--- src/rtl/seven_seg_scan_ctrl_pkg.sv ---
// seven_seg_scan_ctrl_pkg: shared segment codes and scan FSM encoding
package seven_seg_scan_ctrl_pkg;

    localparam logic [6:0] SEG_BLANK = 7'h7F;

    // Active-low pin codes {a,b,c,d,e,f,g}; non-BCD nibbles are blank.
    localparam logic [6:0] SEG_TABLE [16] = '{
        7'h01, 7'h4F, 7'h12, 7'h06, 7'h4C, 7'h24, 7'h20, 7'h0F,
        7'h00, 7'h04, SEG_BLANK, SEG_BLANK, SEG_BLANK, SEG_BLANK, SEG_BLANK, SEG_BLANK
    };

    typedef enum logic {
        S_DRIVE = 1'b0,
        S_GAP   = 1'b1
    } state_t;

endpackage

--- src/rtl/seven_seg_scan_ctrl_bcd_to_seg.sv ---
// bcd_to_seg: combinational BCD to active-low 7-segment decode, blank above 9
module bcd_to_seg
    import seven_seg_scan_ctrl_pkg::*;
(
    input  logic [3:0] bcd,
    output logic [6:0] seg
);

    assign seg = SEG_TABLE[bcd];

endmodule

--- src/rtl/seven_seg_scan_ctrl.sv ---
// seven_seg_scan_ctrl: time-multiplexed N-digit 7-segment scanner with tear-free frame loading
module seven_seg_scan_ctrl
    import seven_seg_scan_ctrl_pkg::*;
#(
    parameter int NUM_DIGITS = 4,
    parameter int DRIVE_CYC  = 50000,
    parameter int GAP_CYC    = 4,
    parameter int CNT_W      = 16
) (
    input  logic                    clk,
    input  logic                    reset,
    input  logic                    load_valid,
    output logic                    load_ready,
    input  logic [4*NUM_DIGITS-1:0] load_data,
    input  logic [NUM_DIGITS-1:0]   load_dp,
    input  logic                    blank_lz,
    output logic [6:0]              seg,
    output logic                    dp,
    output logic [NUM_DIGITS-1:0]   an,
    output logic                    frame_done
);

    localparam int               IDX_W      = NUM_DIGITS > 1 ? $clog2(NUM_DIGITS) : 1;
    localparam logic [CNT_W-1:0] DRIVE_LAST = CNT_W'(DRIVE_CYC - 1);
    localparam logic [CNT_W-1:0] GAP_LAST   = CNT_W'(GAP_CYC > 0 ? GAP_CYC - 1 : 0);
    localparam logic [IDX_W-1:0] IDX_LAST   = IDX_W'(NUM_DIGITS - 1);

    state_t                  state, state_next;
    logic [CNT_W-1:0]        cnt, cnt_next;
    logic [IDX_W-1:0]        idx, idx_next;
    logic                    phase_end, frame_end;
    logic [4*NUM_DIGITS-1:0] disp_data, pend_data;
    logic [NUM_DIGITS-1:0]   disp_dp, pend_dp, lz_zero;
    logic                    pend_full, lz_blank;
    logic [3:0]              nibble;
    logic [6:0]              dec_seg;

    // Dwell timing, digit advance and frame-boundary detection for the scan FSM
    always_comb begin
        phase_end  = cnt == (state == S_DRIVE ? DRIVE_LAST : GAP_LAST);
        frame_end  = phase_end && idx == IDX_LAST && (state == S_GAP || GAP_CYC == 0);
        state_next = state;
        cnt_next   = phase_end ? '0 : cnt + 1'b1;
        idx_next   = idx;
        if (phase_end) begin
            state_next = (state == S_DRIVE && GAP_CYC > 0) ? S_GAP : S_DRIVE;
            idx_next   = state_next == S_DRIVE ? (idx == IDX_LAST ? '0 : idx + 1'b1) : idx;
        end
    end

    // Scan state register
    always_ff @(posedge clk) begin
        if (reset) begin
            state <= S_DRIVE;
            cnt   <= '0;
            idx   <= '0;
        end else begin
            state <= state_next;
            cnt   <= cnt_next;
            idx   <= idx_next;
        end
    end

    // Frame capture into pending; commit to display only at a frame boundary
    always_ff @(posedge clk) begin
        if (reset) begin
            pend_data <= '0;
            pend_dp   <= '0;
            pend_full <= 1'b0;
            disp_data <= '0;
            disp_dp   <= '0;
        end else begin
            if (load_valid && !pend_full) begin
                pend_data <= load_data;
                pend_dp   <= load_dp;
                pend_full <= 1'b1;
            end
            if (frame_end && pend_full) begin
                disp_data <= pend_data;
                disp_dp   <= pend_dp;
                pend_full <= 1'b0;
            end
        end
    end

    assign load_ready = !pend_full;

    // Digit i is a leading zero when it and every more significant nibble are zero
    always_comb begin
        lz_zero = '0;
        for (int i = 0; i < NUM_DIGITS; i++)
            lz_zero[i] = (disp_data >> (4 * i)) == '0;
    end

    assign nibble   = disp_data[4*idx +: 4];
    assign lz_blank = blank_lz && idx != '0 && lz_zero[idx];

    bcd_to_seg u_dec (
        .bcd (nibble),
        .seg (dec_seg)
    );

    // Registered pin drive: current digit during DRIVE, everything off during GAP
    always_ff @(posedge clk) begin
        if (reset) begin
            seg        <= SEG_BLANK;
            dp         <= 1'b1;
            an         <= '1;
            frame_done <= 1'b0;
        end else begin
            frame_done <= frame_end;
            seg        <= (state == S_DRIVE && !lz_blank) ? dec_seg : SEG_BLANK;
            dp         <= !(state == S_DRIVE && disp_dp[idx]);
            an         <= state == S_DRIVE ? ~(NUM_DIGITS'(1) << idx) : '1;
        end
    end

endmodule
--- config.mk ---
export PLATFORM = sky130hd
export DESIGN_NAME = seven_seg_scan_ctrl
export DESIGN_NICKNAME = d
export VERILOG_FILES = /design/src/rtl/seven_seg_scan_ctrl_pkg.sv /design/src/rtl/seven_seg_scan_ctrl_bcd_to_seg.sv /design/src/rtl/seven_seg_scan_ctrl.sv
export SDC_FILE = /design/constraint.sdc
export NUM_CORES = 1
export LEC_CHECK = 0
export ABC_AREA = 1
export CAP_MARGIN = 15
export CORE_MARGIN = 3
export CORE_UTILIZATION = 30
export CTS_CLUSTER_SIZE = 20
export DETAILED_ROUTE_END_ITERATION = 12
export PLACE_DENSITY = 0.62
export SETUP_SLACK_MARGIN = 0.1
export SLEW_MARGIN = 0
export SYNTH_ARGS = -nofsm -noshare
export SYNTH_HDL_FRONTEND = slang
export SYNTH_SLANG_ARGS = --single-unit
--- constraint.sdc ---
create_clock -name clk -period 1.8 [get_ports clk]
set_input_delay 0.36 -clock clk [delete_from_list [all_inputs] [get_ports clk]]
set_output_delay 0.36 -clock clk [all_outputs]
set_load 0.01 [all_outputs]
Yosys cells after proc, flatten, opt, wreduce, memory -nomap -nowiden --
Memories as Yosys holds them, arrays and structs flattened. A register that Yosys moved wholly into a read port is not among the register bits. Index checks and enable logic that the tools add are counted.
Word-level totals: register bits 66, word-level logic and storage cells 51, memories kept 1, input bits 24, output and inout bits 14, memory bits (read-only) 112
Cells by class: eq/ne operators 2, add/subtract/negate cells 2, magnitude comparators 1, shift-type cells 2, muxes and demuxes 7, bitwise operators 4, reductions and logical operators 21
Memory list:
- (name not given) | depth 16, bits a word 7, read ports 1, clocked after memory_dff 1, write ports 0, RTL line seven_seg_scan_ctrl_bcd_to_seg.sv:9 | assign seg = SEG_TABLE[bcd];
Operator list (count):
- $logic_not 16->1 | 4
- $add 16x1->16 const B | 1
- $eq 16x16->1 | 1
- $mux 16 | 1
- $shiftx 16x5->4 | 1
- $logic_and 1x1->1 | 8
- $reduce_or 2->1 | 4
- $not 4->5 | 1
- $bmux 1 s2 | 2
- $not 4->4 | 1
- $shl 1x2->4 const A | 1
- $logic_not 1->1 | 3
- $lt 2x3->1 const B | 1
- $mux 1 | 3
- $add 2x1->2 const B | 1
- $eq 2x2->1 const B | 1
- $mux 2 | 1
- $not 1->1 | 2
- $reduce_and 2->1 | 1
- $reduce_bool 2->1 | 1

Longest topological paths before layout --
Gate-level depths: netlist of the first run.
depth after elaboration 8, gate-level depth with buffers 12, mapped depth without buffers 11

Cells and area by module --
Synthesis of the first run repeated with hierarchy kept, for this count alone.
Unflattened totals: cells, all modules 463, area, all modules 3251.9 um^2
By module, submodules not included:
- seven_seg_scan_ctrl | cells each 428, area an instance 3064.2 um^2, seq. area each 1461.4 um^2, instances 1
- bcd_to_seg | cells each 35, area an instance 187.7 um^2, seq. area each 0.0 um^2, instances 1

Worst setup path after synthesis of the first run --
OpenSTA, ideal clock, no wires.
path type register -> register, from register idx[0], to register seg[2], stages on the path, launching flop included 10, buffers on the path 1, data arrival time 1804 ps, path slack -62 ps, setup time 59 ps, period minus slack after synthesis 1862 ps, data required time 1741 ps, cell sequence dfxtp_1 -> clkbuf_1 -> nand2_1 -> a32oi_1 -> inv_1 -> ha_1 -> or2_2 -> nand3_1 -> o21ai_0 -> nand2_1
Between the ends: longest elaborated chain between the ends 7, elaborated cells on any way between the ends 11, classes of those cells shift (1); mux (2); bitwise (2); reduce/logical (6)
RTL lines:
- start: declaration | RTL line seven_seg_scan_ctrl.sv:30 | logic [IDX_W-1:0] idx, idx_next;
- start signal: assignment | RTL line seven_seg_scan_ctrl.sv:60 | idx <= idx_next;
- $bmux 1 s2 / $reduce_bool 2->1 (equally long branches) | RTL line seven_seg_scan_ctrl.sv:96 | assign lz_blank = blank_lz && idx != '0 && lz_zero[idx];
- $mux 1 (implied by the code) / $logic_and 1x1->1 (equally long branches) | RTL line seven_seg_scan_ctrl.sv:96
- $logic_and 1x1->1 | RTL line seven_seg_scan_ctrl.sv:96
- $logic_not 1->1 | RTL line seven_seg_scan_ctrl.sv:112 | seg <= (state == S_DRIVE && !lz_blank) ? dec_seg : SEG_BLANK;
- $logic_and 1x1->1 | RTL line seven_seg_scan_ctrl.sv:112
- $not 1->1 (no source line)
- $reduce_or 2->1 (no source line)
- end: declaration | RTL line seven_seg_scan_ctrl.sv:17 | output logic [6:0] seg,
Parallel ways exist; a longest one is shown, timed or not. The select of a mux whose other input is x is not followed. A chain may end at the register's enable or synchronous reset.

Final worst setup path of the first run --
from register state, to register disp_dp[1]
Between the ends: longest elaborated chain between the ends 5
RTL lines:
- start: declaration | RTL line seven_seg_scan_ctrl.sv:28 | state_t state, state_next;
- start signal: assignment | RTL line seven_seg_scan_ctrl.sv:58 | state <= state_next;
- $mux 16 | RTL line seven_seg_scan_ctrl.sv:40 | phase_end = cnt == (state == S_DRIVE ? DRIVE_LAST : GAP_LAST);
- $eq 16x16->1 | RTL line seven_seg_scan_ctrl.sv:40
- $logic_and 1x1->1 | RTL line seven_seg_scan_ctrl.sv:41 | frame_end = phase_end && idx == IDX_LAST && (state == S_GAP || GAP_CYC == 0);
- $logic_and 1x1->1 * | RTL line seven_seg_scan_ctrl.sv:41
- $logic_and 1x1->1 * | RTL line seven_seg_scan_ctrl.sv:78 | if (frame_end && pend_full) begin
- end signal: assignment | RTL line seven_seg_scan_ctrl.sv:80 | disp_dp <= pend_dp;
- end: declaration | RTL line seven_seg_scan_ctrl.sv:33 | logic [NUM_DIGITS-1:0] disp_dp, pend_dp, lz_zero;
Every way passes the cells marked *; elsewhere a longest branch is shown, timed or not.

==> summary.md, run 1 <==
| Metric | Value |
|---|---|
| Ys Warns | 0 |
| Post-route ant nets | 0 |
| Max-cap violations | 0 |
| Pleak | 1.95 nW |
| Area grow syn2layout | 34.6% |
| CTS tree | yes |
| Clock Sinks | 73 |
| Detailed placement HPWL | 4.95 mm |
| 1st-iter DRT viols | 125 |
| Routed len/inst | 11.0 um |
| Largest net degree at the start of global routing | 44 |
| Core footprint | 10400 um2 |
| First-pass GRT wire length | 11.7 mm |
| Sequential share of the synthesized area | 45.3% |
| CTS clk-pin slew, worst paths | 0.08 ns |
| Clock Latency Late Sink | 0.35 ns |
| Most common cell after layout, fill and taps aside | nor2_1 |
| Commonest cells after routing, fill and taps aside | nor2_1, nand2_1, dfxtp_1, inv_1, clkdlybuf4s50_1 |
| Fmax | 607 MHz |
| Starting density of the core | 31.1% |
| Netlist cell types | 28 |
| Final Skew | 0.00728 ns |
| Syn_nets | 494 |
| Die area | 12000 um2 |
| Clock buffer count from CTS | 9 |
| Via count | 2872 |
| Tcrit/Tclk final | 91.5% |
| DR vias/cell | 4.36 |
| Fin. max-slew vios | 0 |
| Final Setup Violations | 0 |
| Minimum clock period | 1.65 ns |
| H-tree depth | 3 |
| CTS Buffer Depth | 2 |
| Die Y | 110 um |
| Number of synthesized register bits | 73 |
| Synth Cell Area | 3230 um2 |
| # hold bufs at CTS | 0 |
| IO buf count | 37 |
| TritonRoute pass-1 iters | 4 |
| Cell count after synthesis | 459 |
| Setup_tns | 0 ns |
| Final nets | 552 |
| Routability cong. | 0.798 |
| Crit-path max cell delay | 0.37 ns |
| Final non-filler cell area | 4340 um2 |
| Worst EP arrival | 1.90 ns |
| # DRC | 0 |
| Wirelength, routed | 7.22 mm |
| Endpoint type of the worst setup path | register |
| Dpl cell area | 3850 um2 |
| Root Driver | clkbuf_8 |
| Critical path class | reg -> reg |
| Layout cell share with drive strength beyond 1 | 15.9% |
| Status | completed |
| Hold crit path type | reg -> reg |
| CP max FO | 20 |
| GRT Overall Usage | 12.4% |
| Slew @ Worst Pin | 0.319 ns |
| Initial antenna violation count | 0 |
| Pwr Density | 799 nW/um2 |
| Diode count | 0 |
| I/O pin total | 38 |
| Final Hold Vio Count | 0 |
| Global route overflow | 0 |
| Critical Path RT | 2.05 ns |
| Max transition margin | 78.5% |
| VDD IR max | 0.000355 V |
| Worst path slowest cell | dfxtp_4 |
| Row count | 37 |
| Worst path cell trace | inv_4 -> nand2_2 -> nor2_2 -> nand2_1 -> nand2_2 -> inv_2 -> nor2_4 -> nand4_4 -> clkbuf_16 -> nor2_1 -> nor2_1 |
| CP Launch Type | register |
| Vias in the first global route | 2647 |
| RSZ-0062 raised after global routing | yes |
| Die X | 110 um |
| Mean area per synthesized cell | 7.03 um2 |
[worst paths after layout]
kind            from          to  slack [ns]  depth (start not counted)
min          cnt[11]     cnt[11]        0.48                          2
max            state  disp_dp[1]        0.15                         11
max reg2reg    state  disp_dp[1]        0.15                         11
min reg2reg  cnt[11]     cnt[11]        0.48                          2
[critical path, delay by kind of cell, from the launching register on]
| kind | cells | cell delay [ns] |
|---|---|---|
| simple gates | 8 | 0.78 |
| buf+inv | 3 | 0.38 |
| flops | 1 | 0.37 |
[metrics by stage]
stage	worst slack, ns	power, mW	hold slack [ns]	cells	utilization (%)
global route	0.0354	3.63	0.502	658	41.9
CTS	0.120	3.51	0.487	647	39.5
detailed placement	0.145	1.94	0.471	631	37.1
finish	0.153	3.47	0.483	658	41.9
floorplan	0.102	1.82	0.430	459	-
global placement	0.179	1.94	0.466	631	37.1
[cells in the mapped netlist (all sizes together)]
cell type  number  area (um2)
ha             11         138
buf             8        52.6
nor4            1        6.26
xnor2           1        8.76
a32oi           1        8.76
o21ai          36         180
o21a            3        22.5
nand2          99         372
nand4           7        58.8
nor3            8        45.0
nor2          112         430
clkbuf          7        26.3
a21oi          19        95.1
a31oi           1        6.26
xor2            3        26.3
nor3b           1        7.51
inv            51         191
nand3          14        70.1
o211ai          1        7.51
dfxtp          73        1460
or2             2        12.5
[flip-flops by register name (all words and copies together) (netlist names)]
register	flops
an	4
cnt	16
disp_data	16
disp_dp	4
dp	1
frame_done	1
idx	2
pend_data	16
pend_dp	4
pend_full	1
seg	7
state	1
[layout make-up]
class                           instances  area [um2]
Clock inverter                          6         105
Timing Repair Buffer                   62         671
Inverter                               51         199
Sequential cell                        73        1490
Fill cell                            1059        6030
Tap cell                              136         170
Multi-Input combinational cell        320        1570
Clock buffer                           10         138
[repair_timing]
item                                    in CTS  in global routing
endpoints found under the hold margin        0                  0
cloned                                       0                  4
pin swaps                                    0                 12
buffers inserted                             0                  7
endpoints found under the setup margin       1                 34
gates resized for setup                      1                 48
[where the power goes]
group | internal [mW] | leakage, nW | switching, mW
clock | 0.951 | 0.126 | 0.620
combinational | 0.115 | 1.23 | 0.0974
sequential | 1.66 | 0.603 | 0.0306
total | 2.73 | 1.95 | 0.748
[cell families after synthesis]
| logic type | after synthesis | share of synthesized area (%) |
|---|---|---|
| xor+xnor | 4 | 1.09 |
| flops | 73 | 45.3 |
| simple gates | 244 | 31.1 |
| compound gates | 61 | 9.93 |
| fa+ha+maj | 11 | 4.27 |
| buf+inv | 66 | 8.38 |
[routing by layer]
layer	up-vias	part of all wire, %	track usage (%)
li1	1550	-	-
met1	1258	47	15.5
met2	58	46	19.9
met3	6	5.0	3.52
met4	0	1.5	5.08
met5	-	0	0
Power figures use the tool's default switching activity.
==> run 2, diff against run 1 <==
--- a/config.mk
+++ b/config.mk
@@ -8,10 +8,10 @@
 export ABC_AREA = 1
 export CAP_MARGIN = 15
 export CORE_MARGIN = 3
-export CORE_UTILIZATION = 30
+export CORE_UTILIZATION = 45
 export CTS_CLUSTER_SIZE = 20
 export DETAILED_ROUTE_END_ITERATION = 12
-export PLACE_DENSITY = 0.62
+export PLACE_DENSITY = 0.81
 export SETUP_SLACK_MARGIN = 0.1
 export SLEW_MARGIN = 0
 export SYNTH_ARGS = -nofsm -noshare
==> run 2 against run 1 <==
Net effect:
- clock-buffer cell count is 1 lower
- cell count down 7.0%
- critical path type is now reg -> out
- critical path depth decreased by 9
- sequential share of layout area grew 2.2 points
==> summary.md, run 2 (synthesis gave the netlist of run 1 again) <==
| Metric | Value |
|---|---|
| CTS Buffer Depth | 2 |
| Critical Path RT | 1.44 ns |
| Worst EP arrival | 1.30 ns |
| Via count | 2920 |
| Internal power | 2.29 mW |
| Worst Hold End | cnt[0] |
| Die X | 90.7 um |
| TritonRoute pass-1 iters | 5 |
| Worst reg2reg setup slack | 0.17 ns |
| Area grow syn2layout | 26.0% |
| Hold crit path type | reg -> reg |
| Die Y | 90.7 um |
| Reg-to-Reg End | disp_data[15] |
| Switching power | 0.789 mW |
| Routability cong. | 0.843 |
| IO buf count | 37 |
| Starting density of the core | 47.0% |
| Crit-path max cell delay | 0.53 ns |
| Pleak | 1.83 nW |
| Worst path cell trace | inv_1 -> clkdlybuf4s50_1 |
| I/O pin total | 38 |
| Global route overflow | 0 |
| CP max FO | 4 |
| Final Setup Violations | 0 |
| Worst path slowest cell | clkdlybuf4s50_1 |
| Minimum clock period | 1.66 ns |
| R2R cell count | 10 |
| Fmax | 603 MHz |
| Core footprint | 6870 um2 |
| Min-delay src | cnt[0] |
| Pwr Density | 758 nW/um2 |
| Critical path class | reg -> out |
| Hold path depth | 1 |
| Final Skew | 0.0120 ns |
| Commonest cells after routing, fill and taps aside | nor2_1, nand2_1, dfxtp_1, inv_1, clkdlybuf4s50_1 |
| H-tree depth | 3 |
| Tcrit/Tclk final | 92.1% |
| CP Launch Type | register |
| Reg-to-Reg Start | cnt[6] |
| Max transition margin | 75.7% |
| Slew @ Worst Pin | 0.362 ns |
| Final Hold Vio Count | 0 |
| Wirelength, routed | 6.79 mm |
| Status | completed |
| Clock power share | 38.5% |
| Comb pwr share | 6.7% |
| Endpoint type of the worst setup path | output pin |
| Vias in the first global route | 2638 |
| Setup_tns | 0 ns |
| 1st-iter DRT viols | 176 |
| CTS clk-pin slew, worst paths | 0.08 ns |
| Clock buffer count from CTS | 9 |
| Clock Sinks | 73 |
| Row count | 30 |
| Die area | 8220 um2 |
| Top flop regs | cnt: 16 flops, disp_data: 16 flops, pend_data: 16 flops |
| Filler instances | 625 |
| Clock Latency Late Sink | 0.35 ns |
| Final nets | 546 |
| Diode count | 0 |
| Detailed placement HPWL | 4.62 mm |
| Most common cell after layout, fill and taps aside | nor2_1 |
| Switching fraction of total power | 25.6% |
| Post-route ant nets | 0 |
| Largest net degree at the start of global routing | 44 |
| Root Driver | clkbuf_8 |
| DR vias/cell | 4.77 |
| First-pass GRT wire length | 11.3 mm |
| Routed len/inst | 11.1 um |
| RSZ-0062 raised after global routing | yes |
| Final Core Density | 59.2% |
| Sequential share of power | 54.8% |
| Fin. max-slew vios | 0 |
| Layout cell share with drive strength beyond 1 | 12.8% |
| Initial antenna violation count | 0 |
| CTS tree | yes |
| Max-cap violations | 0 |
| VDD IR max | 0.000432 V |
| # DRC | 0 |
| GRT Overall Usage | 16.6% |
-- run 2: cell count changes in the layout (fill, tap and decap cells not counted), moves of 3 or more --
cell	change
bufinv_16	-3
nand2_2	-4
nand2_1	+4
clkbuf_16	-3
clkinv_2	-3
inv_6	+4
-- run 2: worst max-delay path by stage --
stage               from          to  depth (start not counted)
3_5_place_dp      idx[1]      seg[2]                         10
3_3_place_gp      idx[0]      seg[2]                          8
6_report       pend_full  load_ready                          2
2_1_floorplan     idx[0]      seg[2]                         10
5_1_grt           cnt[6]  disp_dp[1]                         11
4_1_cts           idx[1]      seg[2]                         10
-- run 2: repair_timing --
item | in CTS | in global routing
setup endpoints to repair | 9 | 34
setup buffers | 2 | 4
hold buffers | 0 | 0
endpoints found under the hold margin | 0 | 0
pin swaps | 1 | 4
gates resized for setup | 2 | 28
-- run 2: cell type report --
class                   count  area, um2  share of cell area (%)
inverters                  51        194                    4.77
well taps                  96        120                    2.95
multi-input cells         320       1540                    37.8
clock buffers               9        124                    3.05
clock inverters             7       60.1                    1.48
repair buffers             56        552                    13.6
flip-flops and latches     73       1480                    36.4
-- run 2: metal layers --
metal  global-route usage (%)  up-vias  routed length (um)
met2                     27.0       79                3210
li1                         -     1536                   -
met5                        0        -                   0
met4                     8.16        0                 129
met3                     3.75       11                 358
met1                     20.6     1294                3100
-- run 2: through the flow --
step / hold WS [ns] / std cells / area [um2] / setup slack, ns / total power, mW
2_1_floorplan: 0.430 / 459 / 3240 / 0.102 / 1.82
3_3_place_gp: 0.443 / 590 / 3780 / 0.0786 / 1.93
3_5_place_dp: 0.455 / 590 / 3780 / -0.000944 / 1.94
4_1_cts: 0.475 / 608 / 3980 / 0.0786 / 3.11
5_1_grt: 0.462 / 612 / 4070 / 0.0635 / 3.21
6_report: 0.434 / 612 / 4070 / 0.141 / 3.08
-- run 2: power groups by stage --
stage	combinational [mW]	sequential, mW	clock, mW
after floorplan	0.0965	1.73	0
after detailed placement	0.205	1.73	0
final	0.206	1.69	1.19
after global placement	0.200	1.73	0
after global routing	0.231	1.70	1.28
after CTS	0.206	1.69	1.21
-- run 2: worst max-delay path, delay by kind of cell, from the launching register on --
family                 cells  cell delay [ns]
flip-flops                 1             0.35
buffers and inverters      2             0.60
